--- src/rtl/pipe_stage_reg_pkg.sv ---
// Shared constants, FSM encoding and helpers for the pipeline stage register.
package pipe_stage_reg_pkg;

    localparam int DEF_DATA_W = 32;
    localparam int DEF_CTRL_W = 16;
    localparam int STALL_W    = 16;

    // Every bit of a bubble's control bundle is this value (all zeros).
    localparam logic BUBBLE_BIT = 1'b0;

    localparam logic [STALL_W-1:0] STALL_MAX = {STALL_W{1'b1}};

    typedef enum logic [1:0] {
        ST_EMPTY = 2'd0,
        ST_FULL  = 2'd1,
        ST_SKID  = 2'd2
    } skid_state_t;

    function automatic logic [STALL_W-1:0] sat_inc(input logic [STALL_W-1:0] v);
        return (v == STALL_MAX) ? v : v + {{(STALL_W-1){1'b0}}, 1'b1};
    endfunction

endpackage

--- src/rtl/pipe_stage_entry.sv ---
// One pipeline slot: valid + ctrl + data. Reset zeroes everything; clear
// makes a bubble (valid/ctrl zero, data kept); load captures a new instruction.
module pipe_stage_entry
    import pipe_stage_reg_pkg::*;
#(
    parameter int DATA_W = DEF_DATA_W,
    parameter int CTRL_W = DEF_CTRL_W
) (
    input  logic              Clk,
    input  logic              Reset,
    input  logic              clear,
    input  logic              load,
    input  logic [CTRL_W-1:0] in_ctrl,
    input  logic [DATA_W-1:0] in_data,
    output logic              valid,
    output logic [CTRL_W-1:0] ctrl,
    output logic [DATA_W-1:0] data
);

    always_ff @(posedge Clk) begin
        if (Reset) begin
            valid <= 1'b0;
            ctrl  <= {CTRL_W{BUBBLE_BIT}};
            data  <= '0;
        end else if (clear) begin
            valid <= 1'b0;
            ctrl  <= {CTRL_W{BUBBLE_BIT}};
        end else if (load) begin
            valid <= 1'b1;
            ctrl  <= in_ctrl;
            data  <= in_data;
        end
    end

endmodule

--- src/rtl/pipe_stage_reg.sv ---
// Pipeline stage register with valid/ready handshake, flush and stall counter.
// Latency: one cycle from input transfer to out_valid when empty.
// Backpressure: single entry with in_ready = !out_valid || out_ready; with
// PIPE_STAGE_SKID_EN a two-entry skid buffer with registered in_ready.
module pipe_stage_reg
    import pipe_stage_reg_pkg::*;
#(
    parameter int DATA_W = DEF_DATA_W,
    parameter int CTRL_W = DEF_CTRL_W
) (
    input  logic               Clk,
    input  logic               Reset,
    input  logic               flush,
    input  logic               in_valid,
    output logic               in_ready,
    input  logic [CTRL_W-1:0]  in_ctrl,
    input  logic [DATA_W-1:0]  in_data,
    output logic               out_valid,
    input  logic               out_ready,
    output logic [CTRL_W-1:0]  out_ctrl,
    output logic [DATA_W-1:0]  out_data,
    output logic [STALL_W-1:0] stall_count
);

    logic              in_fire;
    logic              out_fire;
    logic              m_load;
    logic              m_clear;
    logic [CTRL_W-1:0] m_src_ctrl;
    logic [DATA_W-1:0] m_src_data;

    assign in_fire  = in_valid && in_ready;
    assign out_fire = out_valid && out_ready;

    pipe_stage_entry #(.DATA_W(DATA_W), .CTRL_W(CTRL_W)) u_main (
        .Clk     (Clk),
        .Reset   (Reset),
        .clear   (m_clear),
        .load    (m_load),
        .in_ctrl (m_src_ctrl),
        .in_data (m_src_data),
        .valid   (out_valid),
        .ctrl    (out_ctrl),
        .data    (out_data)
    );

`ifdef PIPE_STAGE_SKID_EN
    skid_state_t       state;
    skid_state_t       state_nxt;
    logic              in_ready_q;
    logic              s_load;
    logic              s_clear;
    logic              s_valid;
    logic [CTRL_W-1:0] s_ctrl;
    logic [DATA_W-1:0] s_data;

    pipe_stage_entry #(.DATA_W(DATA_W), .CTRL_W(CTRL_W)) u_skid (
        .Clk     (Clk),
        .Reset   (Reset),
        .clear   (s_clear),
        .load    (s_load),
        .in_ctrl (in_ctrl),
        .in_data (in_data),
        .valid   (s_valid),
        .ctrl    (s_ctrl),
        .data    (s_data)
    );

    always_ff @(posedge Clk) begin
        if (Reset) begin
            state      <= ST_EMPTY;
            in_ready_q <= 1'b1;
        end else begin
            state      <= state_nxt;
            in_ready_q <= (state_nxt != ST_SKID);
        end
    end

    always_comb begin
        state_nxt = state;
        if (flush) begin
            state_nxt = ST_EMPTY;
        end else begin
            case (state)
                ST_EMPTY: if (in_fire) state_nxt = ST_FULL;
                ST_FULL: begin
                    if (in_fire && !out_ready)
                        state_nxt = ST_SKID;
                    else if (!in_fire && out_ready)
                        state_nxt = ST_EMPTY;
                end
                ST_SKID:  if (out_ready) state_nxt = ST_FULL;
                default:  state_nxt = ST_EMPTY;
            endcase
        end
    end

    always_comb begin
        m_load     = 1'b0;
        m_clear    = 1'b0;
        s_load     = 1'b0;
        s_clear    = 1'b0;
        // Main refills from the skid slot whenever it is occupied.
        m_src_ctrl = s_valid ? s_ctrl : in_ctrl;
        m_src_data = s_valid ? s_data : in_data;
        if (flush) begin
            m_clear = 1'b1;
            s_clear = 1'b1;
        end else begin
            case (state)
                ST_EMPTY: m_load = in_fire;
                ST_FULL: begin
                    if (in_fire && out_ready)
                        m_load = 1'b1;
                    else if (in_fire)
                        s_load = 1'b1;
                    else if (out_ready)
                        m_clear = 1'b1;
                end
                ST_SKID: begin
                    if (out_ready) begin
                        m_load  = 1'b1;
                        s_clear = 1'b1;
                    end
                end
                default: begin
                    m_clear = 1'b1;
                    s_clear = 1'b1;
                end
            endcase
        end
    end

    assign in_ready = in_ready_q;
`else
    assign in_ready   = !out_valid || out_ready;
    assign m_src_ctrl = in_ctrl;
    assign m_src_data = in_data;
    assign m_load     = in_fire && !flush;
    assign m_clear    = flush || (out_fire && !in_fire);
`endif

    always_ff @(posedge Clk) begin
        if (Reset)
            stall_count <= '0;
        else if (out_valid && !out_ready)
            stall_count <= sat_inc(stall_count);
    end

endmodule

--- config.mk ---
export PLATFORM = sky130hd
export DESIGN_NAME = pipe_stage_reg
export DESIGN_NICKNAME = d
export VERILOG_FILES = /design/src/rtl/pipe_stage_reg_pkg.sv /design/src/rtl/pipe_stage_entry.sv /design/src/rtl/pipe_stage_reg.sv
export SDC_FILE = /design/constraint.sdc
export NUM_CORES = 1
export LEC_CHECK = 0
export ABC_AREA = 1
export ABC_CLOCK_PERIOD_IN_PS = 1340
export CAP_MARGIN = 20
export CORE_UTILIZATION = 38
export CTS_CLUSTER_DIAMETER = 120
export DETAILED_ROUTE_END_ITERATION = 10
export PLACE_DENSITY_LB_ADDON = 0.15
export SETUP_SLACK_MARGIN = 0.15
export SLEW_MARGIN = 10
export SYNTH_ARGS = -nofsm -noshare
export SYNTH_HDL_FRONTEND = slang
export SYNTH_SLANG_ARGS = --single-unit
--- constraint.sdc ---
create_clock -name Clk -period 1.34 [get_ports Clk]
set_input_delay 0.402 -clock Clk [delete_from_list [all_inputs] [get_ports Clk]]
set_output_delay 0.402 -clock Clk [all_outputs]
set_load 0.005 [all_outputs]
==> metrics.txt, run 1 <==
run status=complete, but fails checks; Critical Path Stages=8; hold crit path type=reg -> reg; number of global-route vias before repair=just over 3000; share of synthesized area occupied by flip-flops and latches=between 40% and 50%; Port-buffer cells=118; initial core utilization=between 30 and 40%; antenna violations before repair=0; Post-Synthesis Cells=around 360; post-layout util=87.2%; Setup crit start=u_main.valid; TritonCTS clock tree=yes; Critical Path Max Stage Delay=approximately 0.36 ns; combinational group share of total power=a little over a fifth; count of nets after finishing=633; worst setup path category=reg -> reg; layout filler cell count=~300; clock skew after layout=around 0.0095 ns; highest fanout seen on the critical path=6; cell at the root of the clock tree=clkbuf_8; synthesis-to-layout area growth=121%; peak supply drop=slightly above 0.0007 V; gr usage total=between 20% and 30%; deepest clock path buffer count=2; drt drc=0; Final Hold Vio Count=0; Switching Power=~1.3 mW; weighted congestion reported at the end of routability-driven placement=between 0.8 and 0.9; switching part of the total power=roughly 28%; global-route wire length before repair=roughly 14 mm; number of nets produced by synthesis=around 420; fin crit share=111%; cell count of the worst reg-to-reg path=8; violated checks=negative setup slack; number of max-slew violations in the final report=0; die width=85.9 µm; Crit path required time=1.57 ns; top achievable clock speed=roughly 0.67 GHz; die outline height=85.9 µm; pin count of the biggest net entering global routing=23; setup slack after layout=-0.152 ns; clock latency reported for the late side of the worst-skew pair=around 0.35 ns; detailed-placement wirelength estimate=around 5 mm; Critical-path top delay cell=dfxtp_4; relative contribution of sequential cells to total power=43.3%; wire length per cell=between 15 and 20 µm; number of H-tree levels=3; die footprint=~0.0074 mm²; unrepaired setup endpoints after global routing=yes; register bit total from synthesis=65; IO Pins=between 100 and 150; total setup violations reported at the end of the flow=48; reported leakage power=~2.7 nW; critical path data arrival time=roughly 1.7 ns; actual slew at the worst max-slew pin=about 0.27 ns; layout cells sized above 1=about two thirds; timing endpoint of the critical path=u_main.data[6]; Pre-antenna DRT Iters=4; via density per instance=5.17; combined area of all synthesized cells=approximately 0.0027 mm²; kind of cell adding the most delay to the critical path=buffers and inverters; number of unique standard cell types used by synthesis=27; endpoint kind of the worst setup timing path=flip-flop; P_int=around 3.5 mW; final global-route overflow total=0; vias=~3500; clock network power share=a little over a third; total of max-cap violations=0; Post-CTS Hold Fix Bufs=0; buffers plus inverters on the worst setup path=4; final antenna diode count=0; count of routing violations after the opening detailed-route iteration=167; Total Routed Length=12.7 mm; count of standard-cell rows=30; Slew HR=between 80% and 90%; Synth warnings=0; Overall Power=between 4 and 5 mW; worst slack after detailed placement=-0.575 ns; end of the worst register-to-register path=u_main.data[6]; mean cell area of the mapped netlist=roughly 7.4 µm²; number of buffers created by CTS=9; crit-path most repeated cell=buf_12; post-layout minimum cycle time=1.49 ns; R2R Path Start=u_main.valid; core box area=~0.0068 mm²; Total Negative Setup Slacks=-2.77 ns; number of nets still failing antenna checks after routing=0; clock transition at the register clock pins on the worst setup and hold paths after CTS=around 0.08 ns; worst-case register-to-register setup slack=-0.15 ns; category of the worst setup path launch point=flip-flop; count of clock tree sinks=65; P per Cell Area=between 800 and 900 mW/mm²; worst-path cell chain=nand2_4 > buf_8 > nand3_4 > buf_12 > buf_12 > buf_16 > o21ai_2 > nor2_1
[flip-flops by register name, summed over array words and instances, names as in the netlist]
signal	flops
u_main.valid	1
u_main.data	32
stall_count	16
u_main.ctrl	16
[power groups by stage]
stage,clock network (mW),logic [mW],registers [mW]
2_1_floorplan,0,0.202,2.10
3_3_place_gp,0,0.585,2.09
3_5_place_dp,0,0.591,2.09
4_1_cts,1.67,0.777,2.06
5_1_grt,1.80,1.07,2.08
6_report,1.69,1.03,2.07
[cell families after synthesis]
kind of cell | synth area share (%)
AOI/OAI and AO/OA | 12.1
xor gates and xnor gates | 0.327
buffers and inverters | 5.89
and+or+nand+nor | 32.7
DFF | 48.6
adders and majority gates | 0.467
[cell usage in the layout, fill, tap and decap left out, types with 2 or more instances in the layout]
master           count
clkbuf_8            13
buf_4               66
inv_1               10
a21oi_2             20
buf_8                2
dfxtp_4              8
nand4_1              2
buf_2               28
clkbuf_1             2
nor2_1              71
buf_12              14
nand4_4              2
o21ai_2             29
nand2_4             25
nand3_2              4
o21ai_4              4
dfxtp_2             57
nand2_2             14
nand3_1             10
nor2_4              18
dlygate4sd2_1        2
inv_2                3
nor2_2              17
nand2_1             36
o21ai_0              2
buf_16               7
clkdlybuf4s50_1     49
a21oi_1              5
buf_6               52
[per-layer routing]
layer	up-vias	track usage (%)	wire length [µm]
met5	-	0	0
met4	0	10.8	527
met3	49	8.47	791
met2	167	43.6	6900
met1	1698	27.1	4490
li1	1602	-	-
[metrics by stage]
stage          hold WS (ns)  area [µm²]  cells
6_report              0.471        5920    680
2_1_floorplan         0.460        2740    361
3_3_place_gp          0.450        4180    582
3_5_place_dp          0.456        4180    582
5_1_grt               0.483        5920    680
4_1_cts               0.465        5050    634
[cell type report]
cell class / instances / area [µm²] / area share [%]
sequential: 65 / 1400 / 23.7
tap: 96 / 120 / 2.03
clock buffer: 15 / 186 / 3.15
timing repair buffer: 222 / 2270 / 38.3
inverter: 15 / 63.8 / 1.08
multi-input combinational: 266 / 1880 / 31.7
clock inverter: 1 / 7.51 / 0.127
[worst min-delay path by stage]
stage                         start         endpoint  depth (start not counted)
floorplan           u_main.ctrl[10]  u_main.ctrl[10]                          2
global placement     u_main.ctrl[8]   u_main.ctrl[8]                          2
detailed placement  u_main.ctrl[12]  u_main.ctrl[12]                          2
CTS                  u_main.ctrl[3]   u_main.ctrl[3]                          2
global route        u_main.ctrl[11]  u_main.ctrl[11]                          2
finish               u_main.ctrl[9]   u_main.ctrl[9]                          2
[worst register-to-register path, cell delays in order (launching register included)]
cell	delay (ns)
dfxtp_4	0.36
nand2_4	0.08
buf_8	0.12
nand3_4	0.13
buf_12	0.19
buf_12	0.13
buf_16	0.14
o21ai_2	0.14
nor2_1	0.09
[synth_stat cells (all sizes together)]
| library cell | count | area share, % |
|---|---|---|
| a31oi | 1 | 0.23 |
| o211ai | 1 | 0.47 |
| nand4 | 3 | 0.93 |
| buf | 11 | 3.0 |
| nor2 | 107 | 17 |
| clkbuf | 5 | 0.75 |
| nor3 | 1 | 0.19 |
| o21ai | 35 | 6.7 |
| xor2 | 1 | 0.33 |
| dfxtp | 65 | 49 |
| nand3 | 15 | 3.2 |
| nand2 | 75 | 11 |
| a21oi | 25 | 4.7 |
| ha | 1 | 0.47 |
| inv | 15 | 2.1 |
[what timing repair did]
item                                   4_1_cts  5_1_grt
buffers inserted                            28       44
endpoints found under the hold margin        0        0
pin swaps                                   28       34
gates cloned                                 8        2
resized for setup                          467      126
setup endpoints to repair                  131      131
No activity file was read; power rests on OpenSTA's default activity.
==> run 2: changes to the inputs <==
Settings changed: CORE_ASPECT_RATIO set to 1.2, SKIP_CTS_REPAIR_TIMING set to 1.
==> run 2 against run 1 <==
Net effect:
- critical path type unchanged
- the flow still finishes with violations (negative setup slack)
- clock-buffer cell count down 4
- combinational power fell by 15%
- highest routed layer unchanged
- first-iteration DRC count is 41% lower
- via count shrank 10%
==> metrics.txt, run 2 (synthesis results as in run 1) <==
Crit path required time=1.58 ns (about the same); Slew HR=83.4% (+1.3 points); endpoint kind of the worst setup timing path=flip-flop; largest register by flop count=u_main.data; count of nets after finishing=608 (-3.9%); worst setup path category=reg -> reg; layout filler cell count=421 (+38%); count of routing violations after the opening detailed-route iteration=98 (-41%); clock transition at the register clock pins on the worst setup and hold paths after CTS=0.08 ns (about the same); wire length per cell=15.3 µm (-18%); number of nets still failing antenna checks after routing=0 (unchanged); DP Cell Count=576 (-1.0%); run status=complete, but fails checks; R2R Path Start=stall_count[0]; post-route cell area=0.00541 mm² (-8.6%); TritonCTS clock tree=yes; post-layout minimum cycle time=1.40 ns (-0.0921 ns); fin crit share=104% (-6.9 points); pin count of the biggest net entering global routing=30 (+30%); number of global-route vias before repair=2501 (-18%); clock latency reported for the late side of the worst-skew pair=0.35 ns (about the same); total setup violations reported at the end of the flow=28 (-42%); biggest regs=u_main.data: 32 flops, stall_count: 16 flops, u_main.ctrl: 16 flops; Setup crit start=stall_count[0]; met3 WL=573 µm (-28%); vias=3165 (-10%); unrepaired setup endpoints after global routing=yes; final non-filler cell total=646 (-5.0%); Critical Path Max Stage Delay=0.36 ns (about the same); IO Pins=119 (unchanged); worst slack after detailed placement=-0.584 ns (-0.00861 ns); Final Hold Vio Count=0 (unchanged); Critical-path top delay cell=dfxtp_4; core box area=0.00681 mm² (+0.28%); total of max-cap violations=0 (unchanged); weighted congestion reported at the end of routability-driven placement=0.810 (-3.2%); gr usage total=19.9% (-4.9 points); detailed-placement wirelength estimate=5.14 mm (about the same); final global-route overflow total=0 (unchanged); M1 WL=3.56 mm (-21%); deepest clock path buffer count=2 (unchanged); count of standard-cell rows=33 (+10%); DR top layer=met4; via density per instance=4.90 (-5.2%); hold crit path type=reg -> reg; clock skew after layout=0.00656 ns (-0.00297 ns); synthesis-to-layout area growth=102%; global-route wire length before repair=11.4 mm (-19%); HP Start=u_main.ctrl[0]; Total Routed Length=9.85 mm (-22%); P per Cell Area=819 mW/mm² (+1.2%); peak supply drop=0.000739 V (+3.0%); wire length on met2=5.39 mm (-22%); layout cells sized above 1=61.9% (-5.4 points); die footprint=0.00739 mm² (about the same); critical path data arrival time=1.64 ns (-0.08 ns); initial core utilization=39.3% (-0.11 points); post-placement cell area=0.00417 mm² (-0.33%); category of the worst setup path launch point=flip-flop; Total Negative Setup Slacks=-0.508 ns (+2.26 ns); actual slew at the worst max-slew pin=0.249 ns (-0.0197 ns); cell at the root of the clock tree=clkbuf_8; number of buffers created by CTS=9 (unchanged); Port-buffer cells=118 (unchanged); die width=78.6 µm (-8.5%); highest fanout seen on the critical path=4 (-2); worst-path cell chain=buf_6 > ha_4 > inv_2 > nor2_4 > nand2_4 > nor2_4 > nor2_2 > nor2_1 > nor2_1; final antenna diode count=0 (unchanged); Pre-antenna DRT Iters=4 (unchanged); Overall Power=4.43 mW (-7.5%); number of H-tree levels=3 (unchanged); count of clock tree sinks=65 (unchanged); most common library cell in the layout ignoring fill and taps=nor2_1; die outline height=94.0 µm (+9.3%); number of max-slew violations in the final report=0 (unchanged); antenna violations before repair=0 (unchanged); violated checks=negative setup slack; most frequent cells in the layout=nor2_1, dfxtp_2, buf_4; drt drc=0 (unchanged); setup slack after layout=-0.0601 ns (+0.0921 ns); flip-flop count of the largest register, all copies and words added=32 (unchanged); reported leakage power=2.43 nW (-9.1%); top achievable clock speed=0.714 GHz (+6.6%)
==> run 2: cell count changes in the layout (fill, tap and decap cells not counted), moves of 8 or more <==
cell and change:
buf_4 -14, buf_6 -12, nand2_1 +8, o21ai_1 +9, clkbuf_2 +36, buf_2 -28
==> run 2: cell type report <==
cell class	count	area [µm²]	share of cell area [%]
timing repair buffer	197	1910	35.2
tap	87	109	2.01
sequential	65	1410	26.1
clock inverter	5	31.3	0.578
clock buffer	11	141	2.61
multi-input combinational	266	1750	32.3
inverter	15	63.8	1.18
==> run 2: metal layers <==
metal,up-vias,global-route usage (%)
met5,-,0
met4,0,11.1
met3,29,7.18
li1,1548,-
met1,1480,22.0
met2,108,32.9
==> run 2: report_power, final <==
part	leakage (nW)	internal (mW)	total (mW)	switching (mW)
clock network	0.0891	0.715	1.50	0.784
logic	1.78	0.503	0.872	0.369
registers	0.562	2.00	2.06	0.0592
total	2.43	3.22	4.43	1.21
==> run 2: metrics by stage <==
step	hold WS [ns]	utilization, %
after floorplan	0.460	-
after global placement	0.449	61.1
after detailed placement	0.454	61.1
after CTS	0.465	63.7
after global routing	0.477	79.5
final	0.459	79.5
==> run 2: final timing paths <==
kind | slack (ns) | depth (start not counted) | to
worst max-delay path | -0.06 | 9 | stall_count[0]
worst min-delay path | 0.46 | 2 | u_main.ctrl[0]
worst max register to register | -0.06 | 9 | stall_count[0]
worst min register to register | 0.46 | 2 | u_main.ctrl[0]
==> run 2: worst max-delay path, delay by kind of cell, from the launching register on <==
kind,cells,cell delay [ns]
flip-flops,1,0.36
adder cells (fa/ha/maj),1,0.12
buffers and inverters,2,0.14
AND/OR/NAND/NOR,6,0.68
